File: config.mk
export PLATFORM = sky130hd
export DESIGN_NAME = paddsb_simd_pipe
export DESIGN_NICKNAME = d
export VERILOG_FILES = /design/src/rtl/simd_pkg.sv /design/src/rtl/simd_lane_addsat.sv /design/src/rtl/paddsb_simd_pipe.sv
export SDC_FILE = /design/constraint.sdc
export NUM_CORES = 1
export LEC_CHECK = 0
export ABC_AREA = 1
export CAP_MARGIN = 0
export CORE_ASPECT_RATIO = 0.7
export CORE_MARGIN = 2
export CORE_UTILIZATION = 30
export CTS_CLUSTER_DIAMETER = 120
export DETAILED_ROUTE_END_ITERATION = 6
export SYNTH_ARGS = -nofsm -noshare
export SYNTH_HDL_FRONTEND = slang
export SYNTH_SLANG_ARGS = --single-unit
File: constraint.sdc
create_clock -name clk -period 3.55 [get_ports clk]
set_input_delay 0.355 -clock clk [delete_from_list [all_inputs] [get_ports clk]]
set_output_delay 0.355 -clock clk [all_outputs]
set_load 0.02 [all_outputs]
File: src/rtl/simd_pkg.sv
// simd_pkg: op encodings and in_op field positions shared by the SIMD
// saturating add/subtract pipe and its users.
package simd_pkg;

    // Full in_op encodings: bit0 selects subtract, bit1 selects wrap.
    localparam logic [1:0] OP_ADD  = 2'b00;
    localparam logic [1:0] OP_SUB  = 2'b01;
    localparam logic [1:0] OP_ADDW = 2'b10;
    localparam logic [1:0] OP_SUBW = 2'b11;

    // Field positions inside in_op.
    localparam int OP_SUB_BIT  = 0;
    localparam int OP_WRAP_BIT = 1;

endpackage

File: src/rtl/simd_lane_addsat.sv
// simd_lane_addsat: one signed lane of the SIMD adder. Computes A+B or A-B
// modulo 2^W, flags signed overflow, and clamps unless wrap is selected.
module simd_lane_addsat #(
    parameter int W = 4
) (
    input  logic [W-1:0] a,
    input  logic [W-1:0] b,
    input  logic         sub,
    input  logic         wrap,
    output logic [W-1:0] sum,
    output logic         ovf
);

    logic [W-1:0] b_eff;
    logic [W-1:0] raw;
    logic [W-1:0] clamp;

    // Two's-complement negate of B for subtract; everything stays W bits wide.
    assign b_eff = sub ? (~b + W'(1)) : b;
    assign raw   = a + b_eff;

    // Overflow is judged on the original operand signs, so 0-(-8) is caught.
    assign ovf = (sub ? (a[W-1] != b[W-1]) : (a[W-1] == b[W-1]))
                 && (raw[W-1] != a[W-1]);

    // Clamp direction follows the sign of A: positive overflow -> max, negative -> min.
    assign clamp = a[W-1] ? {1'b1, {(W-1){1'b0}}} : {1'b0, {(W-1){1'b1}}};

    assign sum = (ovf && !wrap) ? clamp : raw;

endmodule

File: src/rtl/paddsb_simd_pipe.sv
// paddsb_simd_pipe: two-stage valid/ready SIMD saturating/wrapping
// add/subtract with a per-lane accumulator and sticky saturation flags.
// Stage 1 registers operands; stage 2 computes and registers the result.
module paddsb_simd_pipe
    import simd_pkg::*;
#(
    parameter  int LANE_W = 4,
    parameter  int LANES  = 4,
    localparam int DATA_W = LANE_W * LANES
) (
    input  logic              clk,
    input  logic              rst,
    input  logic              in_valid,
    output logic              in_ready,
    input  logic [DATA_W-1:0] in_a,
    input  logic [DATA_W-1:0] in_b,
    input  logic [1:0]        in_op,
    input  logic              in_acc,
    output logic              out_valid,
    input  logic              out_ready,
    output logic [DATA_W-1:0] out_data,
    output logic [LANES-1:0]  out_sat,
    output logic [LANES-1:0]  sat_sticky,
    input  logic              sat_clr
);

    // Stage-1 operand register
    logic              s1_valid_q;
    logic [DATA_W-1:0] s1_a_q;
    logic [DATA_W-1:0] s1_b_q;
    logic [1:0]        s1_op_q;
    logic              s1_acc_q;

    // Stage-2 result register, accumulator and sticky flags
    logic              out_valid_q;
    logic [DATA_W-1:0] out_data_q;
    logic [LANES-1:0]  out_sat_q;
    logic [DATA_W-1:0] acc_q;
    logic [LANES-1:0]  sat_sticky_q;
    logic [LANES-1:0]  sat_sticky_d;

    // Handshake and datapath nets
    logic              adv2;
    logic              in_fire;
    logic              s2_load;
    logic [DATA_W-1:0] op_a;
    logic [DATA_W-1:0] lane_sum;
    logic [LANES-1:0]  lane_ovf;

    // Stage 2 can take a new result when empty or when its current one is leaving.
    assign adv2     = !out_valid_q || out_ready;
    assign in_ready = (!s1_valid_q || adv2) && !rst;
    assign in_fire  = in_valid && in_ready;
    assign s2_load  = s1_valid_q && adv2;

    // Accumulate beats read acc_q at compute time, so consecutive beats chain.
    assign op_a = s1_acc_q ? acc_q : s1_a_q;

    for (genvar l = 0; l < LANES; l++) begin : g_lane
        simd_lane_addsat #(
            .W (LANE_W)
        ) u_lane (
            .a    (op_a[l*LANE_W +: LANE_W]),
            .b    (s1_b_q[l*LANE_W +: LANE_W]),
            .sub  (s1_op_q[OP_SUB_BIT]),
            .wrap (s1_op_q[OP_WRAP_BIT]),
            .sum  (lane_sum[l*LANE_W +: LANE_W]),
            .ovf  (lane_ovf[l])
        );
    end

    // Stage-1 occupancy: set on accept, cleared when its beat moves on.
    always_ff @(posedge clk or posedge rst) begin
        // NOTE: state registers use non-blocking (<=) so every flop samples pre-edge values.
        if (rst) begin
            s1_valid_q <= 1'b0;
        end else if (in_fire) begin
            s1_valid_q <= 1'b1;
        end else if (s2_load) begin
            s1_valid_q <= 1'b0;
        end
    end

    // Stage-1 operand capture on every accepted beat.
    // NOTE: operand payload is not reset; it is only consumed while s1_valid_q is set.
    always_ff @(posedge clk) begin
        if (in_fire) begin
            s1_a_q   <= in_a;
            s1_b_q   <= in_b;
            s1_op_q  <= in_op;
            s1_acc_q <= in_acc;
        end
    end

    // Sticky next state: clear first, then OR in the beat entering stage 2.
    always_comb begin
        // NOTE: default assignment up front keeps every path driven, so no latch is inferred.
        sat_sticky_d = sat_clr ? '0 : sat_sticky_q;
        if (s2_load) begin
            sat_sticky_d = sat_sticky_d | lane_ovf;
        end
    end

    // Stage-2 result, accumulator and sticky update.
    always_ff @(posedge clk or posedge rst) begin
        if (rst) begin
            out_valid_q  <= 1'b0;
            out_data_q   <= '0;
            out_sat_q    <= '0;
            acc_q        <= '0;
            sat_sticky_q <= '0;
        end else begin
            sat_sticky_q <= sat_sticky_d;
            if (adv2) begin
                out_valid_q <= s1_valid_q;
            end
            if (s2_load) begin
                out_data_q <= lane_sum;
                out_sat_q  <= lane_ovf;
                acc_q      <= lane_sum;
            end
        end
    end

    assign out_valid  = out_valid_q;
    assign out_data   = out_data_q;
    assign out_sat    = out_sat_q;
    assign sat_sticky = sat_sticky_q;

endmodule

### After elaboration in Yosys (flattened, before gate mapping)

Cells that the tools add are included.

* bits in registers: 61
* output and inout port bits: 26
* word-level logic and storage cells: 73

* add/subtract/negate cells: 8
* eq/ne operators: 12
* muxes and demuxes: 21
* bitwise gates (word level): 5
* reduce and logical (&&, ||, !) cells: 18

Operator list (count)
* 2-to-1 mux 4 bit: 14
* adder 4 x 1 -> 4 bit (second input constant): 4
* adder 4 bit: 4
* 2-to-1 mux 16 bit: 1
* NOT 4 bit: 4
* logical AND 1 bit: 11
* inequality test 1 bit: 8
* 2-to-1 mux 1 bit: 6
* equality test 1 bit: 4
* zero test 1 bit: 4
* bitwise OR 4 bit: 1
* logical OR 1 bit: 2
* nonzero test 2 bit: 1

### Logic depth before layout (Yosys ltp)

Gate-level depths: netlist (run 1).

* depth in word-level cells: 8
* gate-level depth with buffers: 17
* gate-level depth less buffers: 16

### Modules after synthesis

A second synthesis (run 1) with hierarchy kept.

* cell total of the unflattened synthesis: 425
* area, all modules: 3621.0 um2

By module, submodules not included
* paddsb_simd_pipe: times used 1, cells each 198, area an instance 2299.7 um2, sequential area each 1701.6 um2
* simd_lane_addsat at g_lane[0].u_lane ...: times used 3, cells each 57, area an instance 334.1 um2, sequential area each 0.0 um2
* simd_lane_addsat at g_lane[1].u_lane: times used 1, cells each 56, area an instance 319.1 um2, sequential area each 0.0 um2

### Least setup slack after synthesis (run 1)

Ideal clock, no wire load.

* kind: input-to-reg
* start: input rst
* end: register s1_a_q[0] (enable)
* arrival: 2.698 ns
* slack: 0.424 ns
* stages on the path: 3
* buffers on the path: 0
* path through: inv_1 o21ai_0 nor2_1

* cells in the longest elaborated chain, start to end: 3

RTL lines
* from (decl): line paddsb_simd_pipe.sv:12 `input logic rst,`
* zero test 1 bit (no line)
* logical AND 1 bit: line paddsb_simd_pipe.sv:52 `assign in_ready = (!s1_valid_q || adv2) && !rst;`
* logical AND 1 bit: line paddsb_simd_pipe.sv:53 `assign in_fire = in_valid && in_ready;`
* via in_fire: line paddsb_simd_pipe.sv:44 `logic in_fire;`
* to (signal assigned): line paddsb_simd_pipe.sv:88 `s1_a_q <= in_a;`
* to (decl): line paddsb_simd_pipe.sv:29 `logic [DATA_W-1:0] s1_a_q;`

The timed path passes the listed nets, and every way through them passes these cells.
A chain may end at the register's enable or synchronous reset.

### Worst setup path in the final report (run 1)

* start: register s1_op_q[0]
* end: register acc_q[15]

* cells in the longest elaborated chain, start to end: 6
* elaborated cells between the ends (all ways): 7
* classes of those cells: add/sub: 1; eq/ne: 1; mux: 3; reduce/logical: 2

RTL lines
* from (decl): line paddsb_simd_pipe.sv:31 `logic [1:0] s1_op_q;`
* from (signal assigned): line paddsb_simd_pipe.sv:90 `s1_op_q <= in_op;`
* 2-to-1 mux 4 bit: line simd_lane_addsat.sv:19 `assign b_eff = sub ? (~b + W'(1)) : b;`
* adder 4 bit: line simd_lane_addsat.sv:20 `assign raw = a + b_eff;`
* inequality test 1 bit: line simd_lane_addsat.sv:24 `&& (raw[W-1] != a[W-1]);`
* logical AND 1 bit: line simd_lane_addsat.sv:24
* logical AND 1 bit: line simd_lane_addsat.sv:29 `assign sum = (ovf && !wrap) ? clamp : raw;`
* 2-to-1 mux 4 bit (*): line simd_lane_addsat.sv:29
* to (signal assigned): line paddsb_simd_pipe.sv:120 `acc_q <= lane_sum;`
* to (decl): line paddsb_simd_pipe.sv:38 `logic [DATA_W-1:0] acc_q;`

Every way passes the cells marked *; elsewhere a longest branch is shown, timed or not.

==> flow_summary.ini, run 1 <==
[status]
status = complete, no violations

[floorplanning]
io-pin-count = 66
dieHeight_microns = 93.6
die_w_microns = 132
die-area_sq_mm = 0.0124
core_area_sq_mm = 0.0111
initial_core_util_pct = 31.0
placementRows = 32

[route]
drt_wl_total_mm = 8.10
vias = 2713
drtAntennaViolNets = 0
drtPass1Iterations = 4
drt_iter0_markers = 118
drc = 0
wl_per_cell_microns = 13.0
avgViaCountPerCell = 4.37

[yosys]
synth_top_cell_by_area = edfxtp_1
synth_nets = 452
yosysSeqAreaShare_pct = 49.5
syn-cell-area_sq_mm = 0.00344
avgSynthCellArea_sq_um = 8.78
synthTopCellsByArea = edfxtp_1, dfrtp_1, nand2_1
ys_warn_count = 0
synth.distinct_cells = 29
yosys_register_bits = 61
synth.top_cell.area_share_pct = 30.5
synthCells = 392

[power_and_ir_drop]
combPwrFrac_pct = 32.5
seq_power_share_pct = 36.2
ir_drop_mv = 0.278
p_leak_nw = 2.18
clockPowerShare_pct = 31.2
total_power_mw = 2.67
power.switching_mw = 0.875
p_int_mw = 1.79
powerDensity_mw_per_mm2 = 587
swShare_pct = 32.8

[worst_setup_path]
rr_worst_depth = 13
reg2reg_slack_ps = 910
slowest_stage = edfxtp_1
critPathMaxStageDelay_ps = 760
r2r_end = acc_q[15]$_DFFE_PP0P_
crit_fanout = 16
cp-startpoint = s1_op_q[0]$_DFFE_PP_
arrival_ps = 2840
worst_path_most_repeated_cell = nand2_1
cp-endpoint = acc_q[15]$_DFFE_PP0P_
path_cells = inv_2, nor2_1, xor2_1, ha_1, nand2_1, nand2_1, nor2_1, inv_1, nand3_1, nand2_1, a31o_2, nand2_1, o21ai_1
critPathKind = reg -> reg
end_kind = register
crit_required_ps = 3740
r2r-start = s1_op_q[0]$_DFFE_PP_
start_kind = register

[layout]
multi_input_area_sq_mm = 0.00143
area_delta_synth_final_pct = 32.0
fin_area_sq_mm = 0.00454
n_antenna_cell = 0
fin_cells = 621
seqCellArea_sq_mm = 0.00170
drive_gt1_share_pct = 9.19
utilization_pct = 41.0
fin_nets = 523
fill_cells = 1105

[clocking]
worstSkewPairLatency_ps = 330
path_clk_slew_ps = 50
ctsRootBufferMaster = clkbuf_16
holdBufCountCts = 0
post_cts_buffers = 0
cts_sinks = 61
clockBufferDepth = 2
htreeDepth = 3
cts_resized = 0
cts_buffers = 9
tritoncts = yes

[sta]
slew_viol_final = 0
finClkSkew_ps = 7.11
setup_viol = 0
maxSlewHeadroom_pct = 54.9
worstMarginPinSlew_ps = 676
period_needed_ps = 2640
fmax_ghz = 0.378
finalHoldViolations = 0
setup_tns_ps = 0
period_share_pct = 74.5
rsz0062_at_grt = no

[job]
maxCapViolCount = 0

[hold_path]
hold_path.class = in -> async

[place]
portBuffers = 65
hpwl_mm = 6.02
place_congestion = 0.836
place_inst = 605
placedInstanceArea_sq_mm = 0.00426

[global_routing]
grt_pass1_wl_mm = 13.3
antenna_found_initial = 0
grt_max_degree = 36
grt_use_met1_pct = 19.0
busiest_layer = met2
met2_usage_pct = 21.5
grt_use_total_pct = 14.2
first_global_vias = 2760
gr-usage-met3_pct = 4.82
overflow = 0
## critical path, delay by kind of cell (launching register included)
kind	cells	cell delay, ps
AOI/OAI and AO/OA	2	270
xor gates and xnor gates	1	160
adders and majority gates	1	280
buffers and inverters	2	310
DFF	1	760
and+or+nand+nor	7	730
## power by group through the flow
stage	Sequential (mW)	Combinational [mW]	Clock, mW
6_report	0.967	0.867	0.833
5_1_grt	0.984	0.965	0.889
4_1_cts	0.968	0.873	0.856
3_5_place_dp	0.978	0.867	0
3_3_place_gp	0.980	0.847	0
2_1_floorplan	1.06	0.424	0
## area by class of cell
cell class | instances | area share (%)
inverters | 67 | 5.59
repair buffers | 69 | 15.0
well taps | 153 | 4.21
clock buffers | 9 | 4.96
multi-input cells | 255 | 31.5
clock inverters | 7 | 1.24
flip-flops and latches | 61 | 37.5
## cells in the mapped netlist
master,n
a21o_1,2
a21oi_1,10
a21oi_2,3
a31o_2,4
buf_2,3
buf_6,3
clkbuf_1,3
dfrtp_1,26
edfxtp_1,35
fa_1,4
ha_1,16
inv_1,60
inv_2,6
inv_4,1
nand2_1,126
nand2_2,6
nand3_1,22
nand3_2,2
nand3b_1,1
nand3b_4,1
nand4_1,8
nor2_1,23
o21ai_0,9
o21ai_1,4
o22ai_1,1
xnor2_1,4
xnor3_1,1
xor2_1,6
xor2_2,2
## cells by family (layout without fill, tap and decap cells)
kind of cell	count (synthesis)	in the layout	synth area share (%)
and+or+nand+nor	189	189	23.4
AOI/OAI and AO/OA	33	33	5.75
buffers and inverters	76	152	9.13
xor gates and xnor gates	13	13	4.15
adders and majority gates	20	20	8.15
DFF	61	61	49.5
## placed cells by master, fill, tap and decap left out, types with 10 or more instances in the layout
master / instances
a21oi_1: 10
clkdlybuf4s50_1: 65
dfrtp_1: 26
edfxtp_1: 35
ha_1: 16
inv_1: 60
nand2_1: 126
nand3_1: 22
nor2_1: 22
## how the worst min path moves through the flow
stage | startpoint | endpoint
6_report | rst | acc_q[5]$_DFFE_PP0P_
5_1_grt | rst | out_sat[0]$_DFFE_PP0P_
4_1_cts | rst | acc_q[3]$_DFFE_PP0P_
3_5_place_dp | out_sat[2]$_DFFE_PP0P_ | out_sat[2]$_DFFE_PP0P_
3_3_place_gp | s1_valid_q$_DFFE_PP0P_ | out_valid$_DFFE_PP0N_
2_1_floorplan | rst | acc_q[0]$_DFFE_PP0P_
## layer usage
| metal | wire length, microns | share of wire, % |
|---|---|---|
| met4 | 99 | 1.2 |
| met5 | 0 | 0 |
| met2 | 3420 | 42 |
| met1 | 3980 | 49 |
| met3 | 596 | 7.4 |
## through the flow
step	hold WS [ps]	setup slack [ps]
2_1_floorplan	401	424
3_3_place_gp	470	955
3_5_place_dp	468	891
4_1_cts	465	879
5_1_grt	505	626
6_report	464	906
## state kept, by name, indices dropped and copies added (netlist names)
register and count:
acc_q 16, s1_a_q 16, s1_b_q 16, out_sat 4
sat_sticky 4, s1_op_q 2, out_valid 1, s1_acc_q 1
s1_valid_q 1
(Power assumes the default switching activity.)
==> run 2, diff against run 1 <==
==> constraint.sdc (replaced) <==
create_clock -name clk -period 2.1 [get_ports clk]
set_input_delay 0.21 -clock clk [delete_from_list [all_inputs] [get_ports clk]]
set_output_delay 0.21 -clock clk [all_outputs]
set_load 0.02 [all_outputs]
==> flow_summary.ini, run 2 (synthesized netlist as in run 1, its figures left out) <==
[route]
vias = 2928
drtAntennaViolNets = 0
drtPass1Iterations = 5
drc = 0
wl_per_cell_microns = 13.5
avgViaCountPerCell = 4.48
drt_iter0_markers = 167
drt_wl_total_mm = 8.82

[floorplanning]
die_w_microns = 132
core_area_sq_mm = 0.0111
dieHeight_microns = 93.6
initial_core_util_pct = 31.0
die-area_sq_mm = 0.0124
placementRows = 32
io-pin-count = 66

[place]
place_congestion = 0.885
portBuffers = 65
hpwl_mm = 6.08
dpl_worst_slack_ps = -134

[clocking]
clockBufferDepth = 2
holdBufCountCts = 0
ctsRootBufferMaster = clkbuf_16
worstSkewPairLatency_ps = 330
path_clk_slew_ps = 50
htreeDepth = 3
cts_buffers = 9
tritoncts = yes
cts_sinks = 61

[sta]
maxSlewHeadroom_pct = 70.5
setup_viol = 6
worstMarginPinSlew_ps = 442
finalHoldViolations = 0
slew_viol_final = 0
finClkSkew_ps = 6.10
rsz0062_at_grt = yes
period_share_pct = 104
fmax_ghz = 0.459
period_needed_ps = 2180
worst_slack_ps = -76.5

[global_routing]
grt_use_total_pct = 14.3
antenna_found_initial = 0
overflow = 0
grt_pass1_wl_mm = 13.4
grt_max_degree = 27
first_global_vias = 2757

[power_and_ir_drop]
ir_drop_mv = 0.427
p_leak_nw = 2.39
powerDensity_mw_per_mm2 = 977

[layout]
fin_nets = 556
utilization_pct = 45.7
reg_top3 = acc_q (16), s1_a_q (16), s1_b_q (16)
drive_gt1_share_pct = 25.1
n_antenna_cell = 0
final_common_cell = nand2_1
layout_common_cells = nand2_1, clkdlybuf4s50_1, inv_1, edfxtp_1, buf_4
area_delta_synth_final_pct = 47.2
fill_cells = 1046

[worst_setup_path]
rr_worst_depth = 14
path_cells = buf_2, nand2_1, nand2_1, ha_1, nand2_1, nand2_1, nor2_4, inv_2, nand3_2, nand3_1, nand2_2, nand3_2, nand2_1, a21oi_1
crit_fanout = 6
worst_path_most_repeated_cell = nand2_1
slowest_stage = edfxtp_1
end_kind = register
critPathKind = reg -> reg
start_kind = register
crit_required_ps = 2320
critPathMaxStageDelay_ps = 460
arrival_ps = 2390

[hold_path]
hold_path.class = in -> async

[job]
maxCapViolCount = 0

[status]
violations = setup timing
status = finished with violations
-- run 2: cell count changes in the layout (fill, tap and decap cells not counted), sizes merged --
cell	delta
inv	-1
clkbuf	+5
clkinvlp	+1
buf	+33
clkinv	-5
-- run 2: area by class of cell --
cell class,count,area [sq um],area share (%)
Clock buffer,14,305,6.03
Multi-Input combinational cell,255,1580,31.3
Sequential cell,61,1700,33.6
Tap cell,153,191,3.78
Clock inverter,2,35.0,0.692
Timing Repair Buffer,102,983,19.4
Inverter,67,265,5.24
-- run 2: power breakdown --
group          internal, mW  leakage (nW)  total [mW]  switching [mW]
Combinational         0.781          1.58        1.68           0.900
Sequential             1.47         0.640        1.62           0.156
Clock                  1.12         0.170        1.64           0.524
-- run 2: worst max-delay path, delay by kind of cell, from the launching register on --
family / cells / cell delay [ps]
and+or+nand+nor: 10 / 930
DFF: 1 / 460
adders and majority gates: 1 / 340
buffers and inverters: 2 / 260
AOI/OAI and AO/OA: 1 / 60
-- run 2: metal layers --
metal  up-vias  share of wire [%]  global-route usage [%]
li1       1455                  -                       -
met1      1373                 46                    18.1
met2        92                 46                    22.6
met3         8                6.9                    5.04
met4         0                1.2                    5.62
met5         -                  0                       0
-- run 2: what timing repair did --
item,4_1_cts,5_1_grt
buffers inserted,5,13
resized for setup,23,39
setup endpoints to repair,18,23
cloned,0,1
pin swaps,27,26
-- run 2: per-stage QoR --
step                total power, mW  instance area (sq um)  TNS (ps)  hold WS [ps]  std cells
finish                         4.95                   5070      -250           357        654
floorplan                      2.52                   3460         0           104        392
global route                   5.23                   5070     -2190           403        654
global placement               3.12                   4420      -155           468        619
detailed placement             3.16                   4420      -971           475        619
CTS                            4.87                   4850     -40.8           365        640
-- run 2: path summary, 6_finish.rpt --
kind,slack [ps],to,startpoint
min in group clk,430,s1_a_q[10]$_DFFE_PP_,in_a[10]
hold reg to reg,480,sat_sticky[3]$_DFF_PP0_,sat_sticky[3]$_DFF_PP0_
hold / removal,360,out_valid$_DFFE_PP0N_,rst
max in group asynchronous,1470,acc_q[4]$_DFFE_PP0P_,rst
setup reg to reg,-80,acc_q[13]$_DFFE_PP0P_,s1_acc_q$_DFFE_PP_
setup / recovery,-80,acc_q[13]$_DFFE_PP0P_,s1_acc_q$_DFFE_PP_
==> run 3, diff against run 2 <==
--- a/config.mk
+++ b/config.mk
@@ -15,3 +15,4 @@
 export SYNTH_ARGS = -nofsm -noshare
 export SYNTH_HDL_FRONTEND = slang
 export SYNTH_SLANG_ARGS = --single-unit
+export TNS_END_PERCENT = 20
==> flow_summary.ini, run 3 (synthesized netlist as in run 1, its figures left out) <==
[clocking]
htreeDepth = 3
ctsRootBufferMaster = clkbuf_16
path_clk_slew_ps = 50
cts_buffers = 9
tritoncts = yes
worstSkewPairLatency_ps = 330
cts_sinks = 61
holdBufCountCts = 0
clockBufferDepth = 2

[sta]
rsz0062_at_grt = yes
period_share_pct = 100
finClkSkew_ps = 6.05
fmax_ghz = 0.474
finalHoldViolations = 0
slew_viol_final = 0
setup_viol = 3
maxSlewHeadroom_pct = 68.1
period_needed_ps = 2110
worst_slack_ps = -7.60
hold_ws_ps = 383
worstMarginPinSlew_ps = 477

[power_and_ir_drop]
clockPowerShare_pct = 29.3
seq_power_share_pct = 35.3
total_power_mw = 4.60
p_int_mw = 3.08
p_leak_nw = 2.34
combPwrFrac_pct = 35.4
swShare_pct = 33.0
power.switching_mw = 1.52
ir_drop_mv = 0.397
powerDensity_mw_per_mm2 = 928

[floorplanning]
die-area_sq_mm = 0.0124
initial_core_util_pct = 31.0
dieHeight_microns = 93.6
core_area_sq_mm = 0.0111
die_w_microns = 132
io-pin-count = 66
placementRows = 32

[global_routing]
grt_pass1_wl_mm = 14.1
grt_max_degree = 36
antenna_found_initial = 0
overflow = 0
first_global_vias = 2918
grt_use_total_pct = 14.9

[layout]
drive_gt1_share_pct = 22.0
layout_common_cells = nand2_1, clkdlybuf4s50_1, inv_1, edfxtp_1, buf_4
utilization_pct = 44.7
area_delta_synth_final_pct = 44.0
reg_top3 = acc_q (16), s1_a_q (16), s1_b_q (16)
fill_cells = 1095
final_common_cell = nand2_1
fin_nets = 555
n_antenna_cell = 0

[route]
drc = 0
drt_wl_total_mm = 8.62
drtPass1Iterations = 4
drt_iter0_markers = 136
vias = 2911
avgViaCountPerCell = 4.46
wl_per_cell_microns = 13.2
drtAntennaViolNets = 0

[place]
portBuffers = 65
hpwl_mm = 6.11
place_congestion = 0.799

[worst_setup_path]
crit_required_ps = 2310
arrival_ps = 2320
reg2reg_slack_ps = -8
r2r_end = acc_q[11]$_DFFE_PP0P_
critPathKind = reg -> reg
end_kind = register
r2r-start = s1_b_q[9]$_DFFE_PP_
rr_worst_depth = 14
crit_fanout = 4
start_kind = register

[status]
violations = setup timing
status = finished with violations

[job]
maxCapViolCount = 0

[hold_path]
hold_path.class = in -> async
## run 3: area by class of cell
class | count | area [sq um] | area share, %
clock buffer | 13 | 260 | 5.25
inverter | 67 | 265 | 5.35
sequential | 61 | 1700 | 34.3
multi-input combinational | 255 | 1570 | 31.6
clock inverter | 2 | 10.0 | 0.202
timing repair buffer | 101 | 960 | 19.4
tap | 153 | 191 | 3.86
## run 3: what timing repair did
| item | CTS | global route |
|---|---|---|
| buffers inserted | 7 | 9 |
| pin swaps | 20 | 22 |
| gates cloned | 1 | 0 |
| gates resized for setup | 22 | 26 |
| setup endpoints to repair | 20 | 25 |
## run 3: layer usage
layer / global-route usage [%] / routed length, microns / up-vias
met5: 0 / 0 / -
met4: 4.71 / 75 / 0
met3: 5.42 / 496 / 7
met2: 24.2 / 4030 / 77
met1: 18.5 / 4020 / 1379
li1: - / - / 1448
## run 3: metrics by stage
step	cells	TNS, ps	setup slack, ps	instance area (sq um)
floorplan	392	-4.10	-4.10	3460
global placement	620	-175	-54.0	4420
detailed placement	620	-1130	-158	4420
CTS	643	-31.5	-21.0	4800
global route	652	-2940	-178	4950
finish	652	-21.8	-7.60	4950
## run 3: critical path: stages, from the launching register on
cell	delay, ps
edfxtp_1	370
inv_2	60
ha_4	150
nor2_2	160
xor2_2	180
ha_4	230
a21oi_2	150
nand2_2	80
nand3b_1	150
nand2_1	90
nand4_1	80
nand2_1	110
inv_2	70
nand2_1	60
o21ai_1	50
## run 3: power groups by stage
stage | Combinational (mW) | Clock [mW] | Sequential [mW]
final | 1.63 | 1.35 | 1.62
after global routing | 1.80 | 1.45 | 1.65
after CTS | 1.56 | 1.39 | 1.63
after detailed placement | 1.52 | 0 | 1.64
after global placement | 1.47 | 0 | 1.64
after floorplan | 0.721 | 0 | 1.80
## run 3: worst max path at each step
stage                              start                     to  slack (ps)  cells past startpoint
CTS                 s1_op_q[0]$_DFFE_PP_  acc_q[11]$_DFFE_PP0P_         -20                     13
detailed placement   s1_b_q[5]$_DFFE_PP_   acc_q[4]$_DFFE_PP0P_        -160                     14
global placement     s1_b_q[5]$_DFFE_PP_   acc_q[4]$_DFFE_PP0P_         -50                     14
global route        s1_b_q[12]$_DFFE_PP_  acc_q[13]$_DFFE_PP0P_        -180                     15
finish               s1_b_q[9]$_DFFE_PP_  acc_q[11]$_DFFE_PP0P_          -8                     14
floorplan             s1_acc_q$_DFFE_PP_  acc_q[15]$_DFFE_PP0P_          -4                     15
